[config.mk]
export PLATFORM = sky130hd
export DESIGN_NAME = vec_mem_arbiter
export DESIGN_NICKNAME = d
export VERILOG_FILES = /design/src/rtl/vec_pkg.sv /design/src/rtl/vec_rsp_tracker.sv /design/src/rtl/vec_mem_arbiter.sv
export SDC_FILE = /design/constraint.sdc
export NUM_CORES = 1
export LEC_CHECK = 0
export BUFFER_PORTS_ARGS = -buffer_cell sky130_fd_sc_hd__buf_2
export CORE_AREA = 2 2 105 107
export DETAILED_ROUTE_END_ITERATION = 16
export DIE_AREA = 0 0 107 109
export SYNTH_ARGS = -nofsm -noshare
export SYNTH_HDL_FRONTEND = slang
export SYNTH_SLANG_ARGS = --single-unit
[constraint.sdc]
create_clock -name clk -period 4.3 [get_ports clk]
set_input_delay 0.86 -clock clk [delete_from_list [all_inputs] [get_ports clk]]
set_output_delay 0.86 -clock clk [all_outputs]
set_load 0.05 [all_outputs]
[src/rtl/vec_pkg.sv]
// Shared types for the scalar/vector memory-port arbiter.
package vec_pkg;

    // Which requester a memory access (and its read response) belongs to.
    typedef enum logic {
        OWN_SCALAR = 1'b0,
        OWN_VECTOR = 1'b1
    } mem_owner_e;

    // Arbiter state: free arbitration or locked to a vector burst.
    typedef enum logic {
        ARB_IDLE   = 1'b0,
        ARB_VBURST = 1'b1
    } arb_state_e;

    // Tag carried alongside each access while its read data is outstanding.
    typedef struct packed {
        logic       valid;
        mem_owner_e owner;
    } rsp_tag_t;

    localparam rsp_tag_t RSP_TAG_NONE = '{valid: 1'b0, owner: OWN_SCALAR};

endpackage

[src/rtl/vec_rsp_tracker.sv]
// Fixed-latency delay line of response tags; the head lines up with mem_rdata.
module vec_rsp_tracker
    import vec_pkg::*;
#(
    parameter int MEM_LAT = 1
) (
    input  logic     clk,
    input  logic     n_rst,
    input  rsp_tag_t i_push,
    output rsp_tag_t o_head,
    output logic     o_any_valid
);

    rsp_tag_t r_pipe [MEM_LAT];

    // Advance every tag one stage per cycle; a tag is pushed every cycle (valid=0 when idle).
    always_ff @(posedge clk or negedge n_rst) begin
        if (!n_rst) begin
            for (int i = 0; i < MEM_LAT; i++) begin
                r_pipe[i] <= RSP_TAG_NONE;
            end
        end else begin
            r_pipe[0] <= i_push;
            for (int i = 1; i < MEM_LAT; i++) begin
                r_pipe[i] <= r_pipe[i-1];
            end
        end
    end

    assign o_head = r_pipe[MEM_LAT-1];

    // Report whether any read is still travelling through the delay line.
    always_comb begin
        o_any_valid = 1'b0;
        for (int i = 0; i < MEM_LAT; i++) begin
            o_any_valid = o_any_valid | r_pipe[i].valid;
        end
    end

endmodule

[src/rtl/vec_mem_arbiter.sv]
// Round-robin arbiter sharing one memory port between scalar accesses and
// locked multi-beat vector bursts, with owner-routed fixed-latency read data.
module vec_mem_arbiter
    import vec_pkg::*;
#(
    parameter int XLEN      = 32,
    parameter int SEW       = 32,
    parameter int MEM_LAT   = 1,
    parameter int MAX_BURST = 16
) (
    input  logic            clk,
    input  logic            n_rst,
    input  logic            sc_req,
    input  logic            sc_we,
    input  logic [XLEN-1:0] sc_addr,
    input  logic [XLEN-1:0] sc_wdata,
    output logic            sc_gnt,
    output logic            sc_rvalid,
    input  logic            vec_req,
    input  logic            vec_we,
    input  logic [XLEN-1:0] vec_addr,
    input  logic [SEW-1:0]  vec_wdata,
    input  logic            vec_last,
    output logic            vec_gnt,
    output logic            vec_rvalid,
    output logic [SEW-1:0]  rdata,
    output logic            mem_req,
    output logic            mem_we,
    output logic [XLEN-1:0] mem_addr,
    output logic [SEW-1:0]  mem_wdata,
    input  logic [SEW-1:0]  mem_rdata,
    output logic            busy,
    output logic            burst_err
);

    localparam int             CNT_W   = $clog2(MAX_BURST + 1);
    localparam logic [CNT_W-1:0] MAX_CNT = CNT_W'(MAX_BURST);
    localparam logic [CNT_W-1:0] ONE_CNT = CNT_W'(1);

    if (SEW != XLEN) begin : g_sew_check
        $error("vec_mem_arbiter: SEW must equal XLEN");
    end
    if (MEM_LAT < 1) begin : g_lat_check
        $error("vec_mem_arbiter: MEM_LAT must be at least 1");
    end
    if (MAX_BURST < 2) begin : g_burst_check
        $error("vec_mem_arbiter: MAX_BURST must be at least 2");
    end

    arb_state_e       r_state;
    mem_owner_e       r_rr_ptr;
    logic [CNT_W-1:0] r_beat_cnt;
    logic             r_burst_err;

    logic             w_sc_gnt;
    logic             w_vec_gnt;
    logic [CNT_W-1:0] w_cnt_inc;
    rsp_tag_t         w_push;
    rsp_tag_t         w_head;
    logic             w_inflight;

    assign w_cnt_inc = r_beat_cnt + ONE_CNT;

    // Grant decision: round-robin on contention while idle, vector only while locked.
    always_comb begin
        w_sc_gnt  = 1'b0;
        w_vec_gnt = 1'b0;
        case (r_state)
            ARB_IDLE: begin
                if (sc_req && vec_req) begin
                    if (r_rr_ptr == OWN_SCALAR) begin
                        w_sc_gnt = 1'b1;
                    end else begin
                        w_vec_gnt = 1'b1;
                    end
                end else begin
                    w_sc_gnt  = sc_req;
                    w_vec_gnt = vec_req;
                end
            end
            ARB_VBURST: begin
                w_vec_gnt = vec_req;
            end
            default: begin
                w_sc_gnt  = 1'b0;
                w_vec_gnt = 1'b0;
            end
        endcase
    end

    // Arbitration FSM: burst lock, round-robin pointer, beat counter and sticky overrun flag.
    always_ff @(posedge clk or negedge n_rst) begin
        if (!n_rst) begin
            r_state     <= ARB_IDLE;
            r_rr_ptr    <= OWN_SCALAR;
            r_beat_cnt  <= '0;
            r_burst_err <= 1'b0;
        end else begin
            case (r_state)
                ARB_IDLE: begin
                    if (sc_req && vec_req) begin
                        r_rr_ptr <= w_vec_gnt ? OWN_SCALAR : OWN_VECTOR;
                    end
                    if (w_vec_gnt && !vec_last) begin
                        r_state    <= ARB_VBURST;
                        r_beat_cnt <= ONE_CNT;
                    end
                end
                ARB_VBURST: begin
                    if (w_vec_gnt) begin
                        if (vec_last) begin
                            r_state    <= ARB_IDLE;
                            r_rr_ptr   <= OWN_SCALAR;
                            r_beat_cnt <= '0;
                        end else if (w_cnt_inc == MAX_CNT) begin
                            // Runaway burst: flag it and release the port.
                            r_burst_err <= 1'b1;
                            r_state     <= ARB_IDLE;
                            r_rr_ptr    <= OWN_SCALAR;
                            r_beat_cnt  <= '0;
                        end else begin
                            r_beat_cnt <= w_cnt_inc;
                        end
                    end
                end
                default: begin
                    r_state    <= ARB_IDLE;
                    r_rr_ptr   <= OWN_SCALAR;
                    r_beat_cnt <= '0;
                end
            endcase
        end
    end

    // Memory port mux driven from whichever requester holds the grant.
    always_comb begin
        mem_req   = w_sc_gnt | w_vec_gnt;
        mem_we    = 1'b0;
        mem_addr  = {XLEN{1'b0}};
        mem_wdata = {SEW{1'b0}};
        if (w_vec_gnt) begin
            mem_we    = vec_we;
            mem_addr  = vec_addr;
            mem_wdata = vec_wdata;
        end else if (w_sc_gnt) begin
            mem_we    = sc_we;
            mem_addr  = sc_addr;
            mem_wdata = sc_wdata;
        end else begin
            mem_we    = 1'b0;
            mem_addr  = {XLEN{1'b0}};
            mem_wdata = {SEW{1'b0}};
        end
    end

    // Tag for this cycle's access: only reads expect data back.
    always_comb begin
        w_push.valid = mem_req & ~mem_we;
        w_push.owner = w_vec_gnt ? OWN_VECTOR : OWN_SCALAR;
    end

    vec_rsp_tracker #(
        .MEM_LAT (MEM_LAT)
    ) u_rsp_tracker (
        .clk         (clk),
        .n_rst       (n_rst),
        .i_push      (w_push),
        .o_head      (w_head),
        .o_any_valid (w_inflight)
    );

    assign sc_gnt     = w_sc_gnt;
    assign vec_gnt    = w_vec_gnt;
    assign sc_rvalid  = w_head.valid & (w_head.owner == OWN_SCALAR);
    assign vec_rvalid = w_head.valid & (w_head.owner == OWN_VECTOR);
    assign rdata      = w_head.valid ? mem_rdata : {SEW{1'b0}};
    assign busy       = (r_state == ARB_VBURST) | w_inflight;
    assign burst_err  = r_burst_err;

endmodule
---- Word-level counts from Yosys, hierarchy flattened ----
Index checks and enable logic that the tools add are counted.
operators by class
  add/subtract/negate cells ............... 1
  eq/ne operators ......................... 5
  muxes and demuxes ....................... 30
  bitwise logic cells ..................... 9
  reductions and logical operators ........ 6
operator list
  operator                                               number
  two-way mux 32 bit                                     5
  two-way mux 5 bit                                      4
  two-way mux 1 bit                                      17
  one-hot mux 5 bit (2 select lines)                     1
  one-hot mux 1 bit (2 select lines)                     3
  adder 5 x 1 -> 5 bit, second input constant            1
  equality test 5 bit, second input constant             1
  inequality test 2 bit, second input constant           2
  inverter 1 bit                                         4
  AND reduction 4 bit                                    1
  bitwise AND 1 bit                                      3
  inequality test 3 x 2 -> 1 bit, second input constant  1
  AND reduction 3 bit                                    1
  logical AND 1 bit                                      2
  inequality test 2 x 1 -> 1 bit, second input constant  1
  bitwise OR 1 bit                                       2
  AND reduction 2 bit                                    1
  zero test 1 bit                                        1
word-level totals
  bits in registers ....................... 10
  input bits .............................. 167
  output and inout bits ................... 104
  logic and storage cells ................. 57

---- Depth between registers and ports, before layout ----
Gate-level depths: netlist (run 1).
  word-level depth ........................ 7
  gate-level depth with buffers ........... 7
  gate-level depth less buffers ........... 5

---- By module ----
Synthesis (run 1) repeated with hierarchy kept, for this count alone.
unflattened totals
  cells, all modules ...................... 313
  area, all modules ....................... 1765.4 um^2
modules (own cells, without submodules)
  module           times used  cells each  area an instance (um^2)  sequential area each (um^2)
  vec_mem_arbiter  1           310         1707.9                   200.2
  vec_rsp_tracker  1           3           57.6                     50.0

---- Worst setup path before layout (run 1) ----
OpenSTA, ideal clock, no wires.
  path kind ............................... input port to output port
  from .................................... in vec_req
  to ...................................... out mem_addr[13]
  data arrival time ....................... 2.589 ns
  data required time ...................... 3.440 ns
  setup slack ............................. 0.851 ns
  stages on the path ...................... 5
  path buffers ............................ 3
  path through ............................ buf_4 buf_4 clkbuf_1 nand2_1 o21ai_0
between the ends
  longest elaborated chain between the ends .. 5
RTL lines
  item                    line                    source
  start: declaration      vec_mem_arbiter.sv:19   input logic vec_req,
  logical AND 1 bit       vec_mem_arbiter.sv:70   if (sc_req && vec_req) begin
  two-way mux 1 bit       vec_mem_arbiter.sv:70
  two-way mux 1 bit       vec_mem_arbiter.sv:68   case (r_state)
  two-way mux 32 bit      vec_mem_arbiter.sv:145  end else if (w_sc_gnt) begin
  two-way mux 32 bit (*)  vec_mem_arbiter.sv:141  if (w_vec_gnt) begin
  end: declaration        vec_mem_arbiter.sv:29   output logic [XLEN-1:0] mem_addr,
Mark *: on every way between the ends. The rest lies on a longest branch, timed or not.

---- Worst setup path in the final report (run 1) ----
  from .................................... in sc_req
  to ...................................... out mem_wdata[24]
between the ends
  longest elaborated chain between the ends .. 5
RTL lines
  item                    line                    source
  start: declaration      vec_mem_arbiter.sv:13   input logic sc_req,
  logical AND 1 bit       vec_mem_arbiter.sv:70
  two-way mux 1 bit       vec_mem_arbiter.sv:70
  two-way mux 1 bit       vec_mem_arbiter.sv:68
  two-way mux 32 bit      vec_mem_arbiter.sv:145
  two-way mux 32 bit (*)  vec_mem_arbiter.sv:141
  end: declaration        vec_mem_arbiter.sv:30   output logic [SEW-1:0] mem_wdata,
Marked as above.

==> out/metrics.cfg, run 1 <==
[status]
status=finished, final reports clean

[min_path]
hold_depth=1
whs_endpoint=burst_err$_DFFE_PN0P_
hold_class=flip-flop to flip-flop
worstHoldStart=burst_err$_DFFE_PN0P_

[setup_path]
crit_buf_inv=3
r2r_cells=4
crit_type=primary input to primary output
cp.required_ps=3440
cp_slowest_cell=a21oi_4
crit_path_end_kind=primary output
worst-path-stages=7
arrival_ps=2350
cp_max_fo=66
max_stage_delay_ps=460
rr_startpoint=r_state$_DFF_PN0_
crit_top_cell=buf_2
path_cells=buf_2 > nand2b_4 > a21oi_4 > buf_12 > nand2_1 > o21ai_0 > buf_2
crit_path_start=sc_req
worst_setup_path_start_kind=primary input
cp_top_family=buffers and inverters
r2r_slack_ps=2610
worstReg2RegEnd=u_rsp_tracker.o_any_valid$_DFF_PN0_

[sta]
tightest_slew_ps=669
fmax_mhz=311
worst_clock_skew_ps=0.464
finalCriticalPeriod_ps=3210
slew_headroom_pct=55.4
hold_viol=0
grt_setup_unrepaired=false
fin_tns_setup_ps=0
setup_viol=0
final-max-slew-violation-count=0
period_share_pct=74.8

[job]
maxCapViolations=0

[floorplan]
io_pins=271
dieHeight_um=109
die_area_um2=11700
core_area_um2=10600
fp.dieW_um=107
start_util_pct=16.4
rows=38

[placed_design]
gp_congestion=0.765
place_hpwl_um=6740
io_buffers=270
placed_cell_area_um2=3180

[cells_and_area]
final_area_um2=3220
n_antenna_cell=0
fillers=1225
drive_gt1_share_pct=50.8
areaGrowthSynthToFinish_pct=85.3
final_net_count=729

[cts]
cts_made_buffers=3
postCtsResizedCells=0
cts_hold_buf=0
post-cts-setup-buffer-count=0
clock_sinks=10
cts_max_level=1
cts_max_path_buffers=2
cts-root-buf=clkbuf_8
insertion_delay_ps=230
cts_tree=yes
clk_pin_slew_ps=50

[power]
clkPwrFrac_pct=7.2
p_leak_nw=1.85
p_per_area_nw_per_um2=413
power_frac_seq_pct=13.5
combPwrFrac_pct=79.3
p_sw_mw=0.865
p_int_mw=0.464
peakVddDrop_v=0.000206
p_sw_share_pct=65.1

[synthesis]
synth.avg_cell_area_um2=5.62
async_reset_ff_share_pct=100
synth.most_common_cell=nand2_1
yosys_most_used_dff=dfrtp_1
yosys_warnings=0
synth-edff-count=0
synth.top_cells.by_count=134 x nand2_1, 64 x o21ai_0, 34 x and2_1
yosysTopAreaCellShare_pct=29.0
syn_nets=477
synth-seq-cells=10
syn_inst=309
yosys-top-cells-area=nand2_1 29%, o21ai_0 18%, dfrtp_1 14%
ys_seq_area_share_pct=14.4
yosys.area.top_type=nand2_1
synth.distinct_cells=33
syn_area_um2=1740

[drt]
dr.pass1.iters=4
first_iter_violations=87
drc=0
ant_nets=0
via_count=2869
wl_um=8050
detail_route.vias_per_cell=4.10
wl_per_cell_um=11.5

[global_route]
grt_pass1_vias=2357
grt_max_degree=73
antenna_found_initial=1
grt_pass1_wl_um=11000
grt_use_total_pct=11.5
overflow=0

[worst max-delay path by stage]
stage | end | slack (ps)
floorplan | mem_addr[13] | 850
global placement | mem_wdata[6] | 1080
detailed placement | mem_wdata[6] | 1070
CTS | mem_wdata[6] | 1060
global route | mem_wdata[24] | 960
finish | mem_wdata[24] | 1090
[worst reg2reg max path, stage by stage, from the launching register on]
cell	delay (ps)
dfrtp_1	460
nand2b_4	210
a21oi_4	460
mux2i_1	390
a21oi_2	50
[registers in the layout, summed over array words and instances (netlist names)]
register	cells
u_rsp_tracker.o_any_valid	1
r_beat_cnt	5
r_rr_ptr	1
u_rsp_tracker.o_head	1
r_state	1
burst_err	1
[final cells by class]
class                           count  area [µm²]  area share [%]
Tap cell                          140         175            5.44
Sequential cell                    10         250            7.78
Timing Repair Buffer              274        1420            44.1
Multi-Input combinational cell    268        1320            40.9
Clock buffer                        3        41.3            1.28
Inverter                            4        15.0           0.467
[routing by layer]
metal  share of wire [%]  vias up  track usage [%]
met5                0.16        -                0
met4                0.24        2             2.04
met3                  10        4             2.03
met2                  50      171             22.0
met1                  40     1185             13.6
li1                    -     1507                -
[cell families (layout without fill, tap and decap cells)]
family          after synthesis  in the layout  synth area share, %
buf+inv                      31            281                 9.73
fa+ha+maj                     1              1                0.720
simple gates                182            182                 46.3
flops                        10             10                 14.4
compound gates               82             82                 27.1
mux                           3              3                 1.80
[power groups by stage]
| stage | combinational (mW) | clock [mW] | sequential (mW) |
|---|---|---|---|
| finish | 1.05 | 0.0957 | 0.179 |
| floorplan | 0.829 | 0 | 0.156 |
| global route | 1.12 | 0.103 | 0.186 |
| global placement | 1.06 | 0 | 0.179 |
| CTS | 1.06 | 0.0996 | 0.178 |
| detailed placement | 1.06 | 0 | 0.179 |
[placed cells by master, fill, tap and decap left out, drive strengths merged, types with 2 or more instances in the layout]
cell    instances
a21oi           5
a22o            2
a31o            2
a32o            2
and2           35
buf           274
clkbuf          3
dfrtp          10
inv             4
mux2i           2
nand2         134
nand3           3
nor2            3
nor2b           2
o211ai          2
o21ai          65
[metrics by stage]
stage          worst slack, ps  power (mW)  hold slack (ps)  utilization (%)  cells
2_1_floorplan              851       0.985              493                -    309
3_3_place_gp              1080        1.24              448             30.0    696
3_5_place_dp              1070        1.24              463             30.0    696
4_1_cts                   1060        1.34              475             30.4    699
5_1_grt                    959        1.41              493             30.4    699
6_report                  1090        1.33              471             30.4    699
Power figures use the tool's default switching activity.
==> inputs of run 2 (changes only) <==
- CORE_AREA: 2 2 105 107 -> 2 2 104 106
- DIE_AREA: 0 0 107 109 -> 0 0 106 108
- clock period: 4.3 -> 3.3 ns (I/O delays scaled with it)
==> run 2 against run 1 <==
Clock power grew 60%. Sequential cell count is the same. Clock skew grew 4.1 ps. Die area shrank 1.8%. Via count shrank 0.35%. Critical endpoint is now mem_we. Largest cell class unchanged. Largest power group unchanged.
==> out/metrics.cfg, run 2 (synthesis gave the netlist of run 1 again) <==
[setup_path]
worst_setup_path_start_kind=flip-flop
crit_type=flip-flop to primary output
crit_path_end_kind=primary output
crit_end=mem_we
r2r_cells=5
cp_max_fo=80
max_stage_delay_ps=460
path_cells=nand2b_4 > a21oi_4 > buf_12 > mux2i_1 > buf_2
cp_slowest_cell=dfrtp_1
rr_startpoint=r_state$_DFF_PN0_
cp.required_ps=2640
worstReg2RegEnd=u_rsp_tracker.o_any_valid$_DFF_PN0_
arrival_ps=1990
crit_path_start=r_state$_DFF_PN0_
r2r_slack_ps=1710

[cells_and_area]
drive_gt1_share_pct=50.9
largest_reg_flops=5
areaGrowthSynthToFinish_pct=86.7
mostFrequentLayoutCells=269 x buf_2, 134 x nand2_1, 64 x o21ai_0
top_register=r_beat_cnt
layout_commonest_cell=buf_2
final_net_count=729
n_antenna_cell=0

[sta]
fmax_mhz=378
final-max-slew-violation-count=0
setup_viol=0
grt_setup_unrepaired=false
fin_tns_setup_ps=0
finalCriticalPeriod_ps=2650
tightest_slew_ps=677
hold_viol=0
period_share_pct=80.2
hold_slack_ps=279
slew_headroom_pct=54.9
worst_clock_skew_ps=4.61

[cts]
cts-root-buf=clkbuf_8
clk_pin_slew_ps=50
insertion_delay_ps=230
clock_sinks=10
cts_max_level=1
post-cts-setup-buffer-count=0
cts_made_buffers=3
cts_tree=yes
cts_hold_buf=0
postCtsResizedCells=0
cts_max_path_buffers=2

[floorplan]
dieHeight_um=108
io_pins=271
start_util_pct=17.0
die_area_um2=11400
rows=37
core_area_um2=10200
fp.dieW_um=106

[global_route]
antenna_found_initial=0
grt_pass1_vias=2465
overflow=0
grt_pass1_wl_um=11800
grt_max_degree=81
grt_use_total_pct=12.5

[drt]
detail_route.vias_per_cell=4.11
drc=0
ant_nets=0
wl_per_cell_um=11.8
via_count=2859
first_iter_violations=118
wl_um=8190
dr.pass1.iters=4

[status]
status=finished, final reports clean

[placed_design]
gp_congestion=0.774
io_buffers=270
place_hpwl_um=6900

[power]
peakVddDrop_v=0.000193
p_per_area_nw_per_um2=544
p_leak_nw=1.86

[job]
maxCapViolations=0

[min_path]
hold_class=primary input to async pin

==> run 2: how the worst min path moves through the flow <==
| stage | depth (start not counted) | slack (ps) | endpoint |
|---|---|---|---|
| 3_3_place_gp | 1 | 450 | burst_err$_DFFE_PN0P_ |
| 3_5_place_dp | 1 | 460 | burst_err$_DFFE_PN0P_ |
| 2_1_floorplan | 0 | 360 | burst_err$_DFFE_PN0P_ |
| 5_1_grt | 1 | 300 | burst_err$_DFFE_PN0P_ |
| 4_1_cts | 1 | 290 | r_rr_ptr$_DFFE_PN0P_ |
| 6_report | 1 | 280 | burst_err$_DFFE_PN0P_ |
==> run 2: report_power, final <==
part	internal, mW	switching, mW	total [mW]	leakage [nW]
registers	0.159	0.0724	0.231	0.128
logic	0.370	1.01	1.38	1.71
clock network	0.105	0.0482	0.153	0.0288
total	0.634	1.13	1.76	1.86
==> run 2: area by class of cell <==
| class | instances | area (µm²) |
|---|---|---|
| Fill cell | 1193 | 6990 |
| Timing Repair Buffer | 274 | 1430 |
| Multi-Input combinational cell | 268 | 1320 |
| Sequential cell | 10 | 250 |
| Tap cell | 136 | 170 |
| Clock buffer | 4 | 55.1 |
| Inverter | 4 | 15.0 |
==> run 2: layer usage <==
metal | GRT usage (%) | vias to the layer above | share of wire (%)
met3 | 2.23 | 6 | 9.7
met1 | 14.0 | 1174 | 38
met4 | 2.44 | 0 | 0.95
met2 | 24.6 | 170 | 52
li1 | - | 1509 | -
met5 | 0 | - | 0
==> run 2: through the flow <==
stage	std cells	area (µm²)	power, mW	util (%)	setup slack (ps)
floorplan	309	1740	1.28	-	251
global placement	692	3190	1.62	31.1	680
detailed placement	692	3190	1.62	31.1	658
CTS	696	3240	1.78	31.7	622
global route	696	3240	1.87	31.7	491
finish	696	3240	1.76	31.7	652
==> run 2: worst max-delay path, delay by kind of cell (launching register included) <==
family	cells	cell delay, ps
buffers and inverters	2	600
DFF	1	460
AOI/OAI and AO/OA	1	190
muxes	1	290
and+or+nand+nor	1	210
==> inputs of run 3 (changes only) <==
- clock period: 3.3 -> 2.6 ns (I/O delays scaled with it)
==> run 3 against run 2 <==
Sequential cell count unchanged. Combinational power increased by 30%. Register-to-register slack got worse by 650 ps. Sequential share of layout area about the same. Critical path depth unchanged. Clock skew decreased by 1.6 ps. First-iteration DRC count increased by 5.1%. Critical path type unchanged. Critical endpoint unchanged.
==> out/metrics.cfg, run 3 (synthesis gave the netlist of run 1 again) <==
[status]
status=finished, final reports clean

[drt]
drc=0
wl_um=8400
via_count=2903
first_iter_violations=124
ant_nets=0
wl_per_cell_um=12.1
dr.pass1.iters=4
detail_route.vias_per_cell=4.16

[setup_path]
crit_path_end_kind=primary output
cp_max_fo=9
cp.required_ps=2080
arrival_ps=1930
crit_type=flip-flop to primary output
worst_setup_path_start_kind=flip-flop

[placed_design]
io_buffers=270
dpl.cell_count=691
placed_cell_area_um2=3160
place_hpwl_um=6870
gp_congestion=0.770

[sta]
hold_viol=0
final-max-slew-violation-count=0
worst_clock_skew_ps=2.98
setup_viol=0
slew_headroom_pct=54.1
tightest_slew_ps=689
period_share_pct=94.0
hold_slack_ps=142
grt_setup_unrepaired=false
finalCriticalPeriod_ps=2450
fmax_mhz=409

[global_route]
grt_max_degree=74
grt_pass1_vias=2420
grt_use_total_pct=12.2
overflow=0
antenna_found_initial=0
grt_pass1_wl_um=11300

[min_path]
hold_class=primary input to async pin

[cts]
cts_made_buffers=3
clk_pin_slew_ps=40
insertion_delay_ps=240
cts-root-buf=clkbuf_8
cts_max_level=1
cts_max_path_buffers=2
clock_sinks=10
cts_tree=yes

[power]
p_total_mw=2.26
peakVddDrop_v=0.000266
p_leak_nw=1.88
p_per_area_nw_per_um2=695

[cells_and_area]
fin_cells=697
largest_reg_flops=5
drive_gt1_share_pct=51.0
final_area_um2=3250
final_net_count=731
mostFrequentLayoutCells=270 x buf_2, 134 x nand2_1, 53 x o21ai_1
layout_commonest_cell=buf_2
n_antenna_cell=0
fillers=1163
top_register=r_beat_cnt
areaGrowthSynthToFinish_pct=86.9

[floorplan]
dieHeight_um=108
die_area_um2=11400
rows=37
io_pins=271
start_util_pct=17.0
core_area_um2=10200
fp.dieW_um=106

[job]
maxCapViolations=0

-- run 3: changes by cell type in the layout (fill, tap and decap cells not counted), sizes merged --
cell,delta
buf,+1
-- run 3: path summary, 6_finish.rpt --
kind	from	slack (ps)	cells past startpoint	endpoint
max in group asynchronous	n_rst	2260	1	r_beat_cnt[1]$_DFFE_PN0P_
max reg2reg	r_state$_DFF_PN0_	1060	5	u_rsp_tracker.o_any_valid$_DFF_PN0_
min reg2reg	burst_err$_DFFE_PN0P_	460	1	burst_err$_DFFE_PN0P_
max	r_state$_DFF_PN0_	150	5	mem_we
min	n_rst	140	1	burst_err$_DFFE_PN0P_
min in group clk	burst_err$_DFFE_PN0P_	460	1	burst_err$_DFFE_PN0P_
-- run 3: metrics by stage --
stage	setup WS, ps	TNS, ps	utilization, %
floorplan	-52.6	-368	-
global placement	320	0	30.9
detailed placement	317	0	30.9
CTS	118	0	31.3
global route	72.9	0	31.7
finish	155	0	31.7
-- run 3: repair_timing --
item / 4_1_cts / 5_1_grt
hold buffers: 0 / 0
gates resized for setup: 0 / 0
endpoints found under the setup margin: 0 / 9
setup buffers: 0 / 2
-- run 3: power by group --
part	total [mW]	internal (mW)	switching [mW]	leakage, nW
clock network	0.157	0.101	0.0560	0.0216
registers	0.295	0.201	0.0933	0.128
logic	1.80	0.494	1.31	1.73
-- run 3: per-layer routing --
metal  track usage [%]  up-vias  part of all wire (%)
li1                  -     1514                     -
met1              12.8     1201                    36
met2              23.5      173                    52
met3              1.87       15                   8.8
met4              5.92        0                   3.3
met5                 0        -                     0
-- run 3: layout make-up --
cell class,count,area [µm²],area share (%)
Tap cell,136,170,5.24
Inverter,4,15.0,0.463
Clock buffer,3,41.3,1.27
Timing Repair Buffer,276,1450,44.7
Multi-Input combinational cell,268,1320,40.6
Sequential cell,10,250,7.71
-- run 3: worst max-delay path, stage by stage, from the launching register on --
cell and delay, ps:
dfrtp_1 480, nand2b_4 220, a21oi_4 220, buf_4 170, mux2i_1 290, buf_2 320
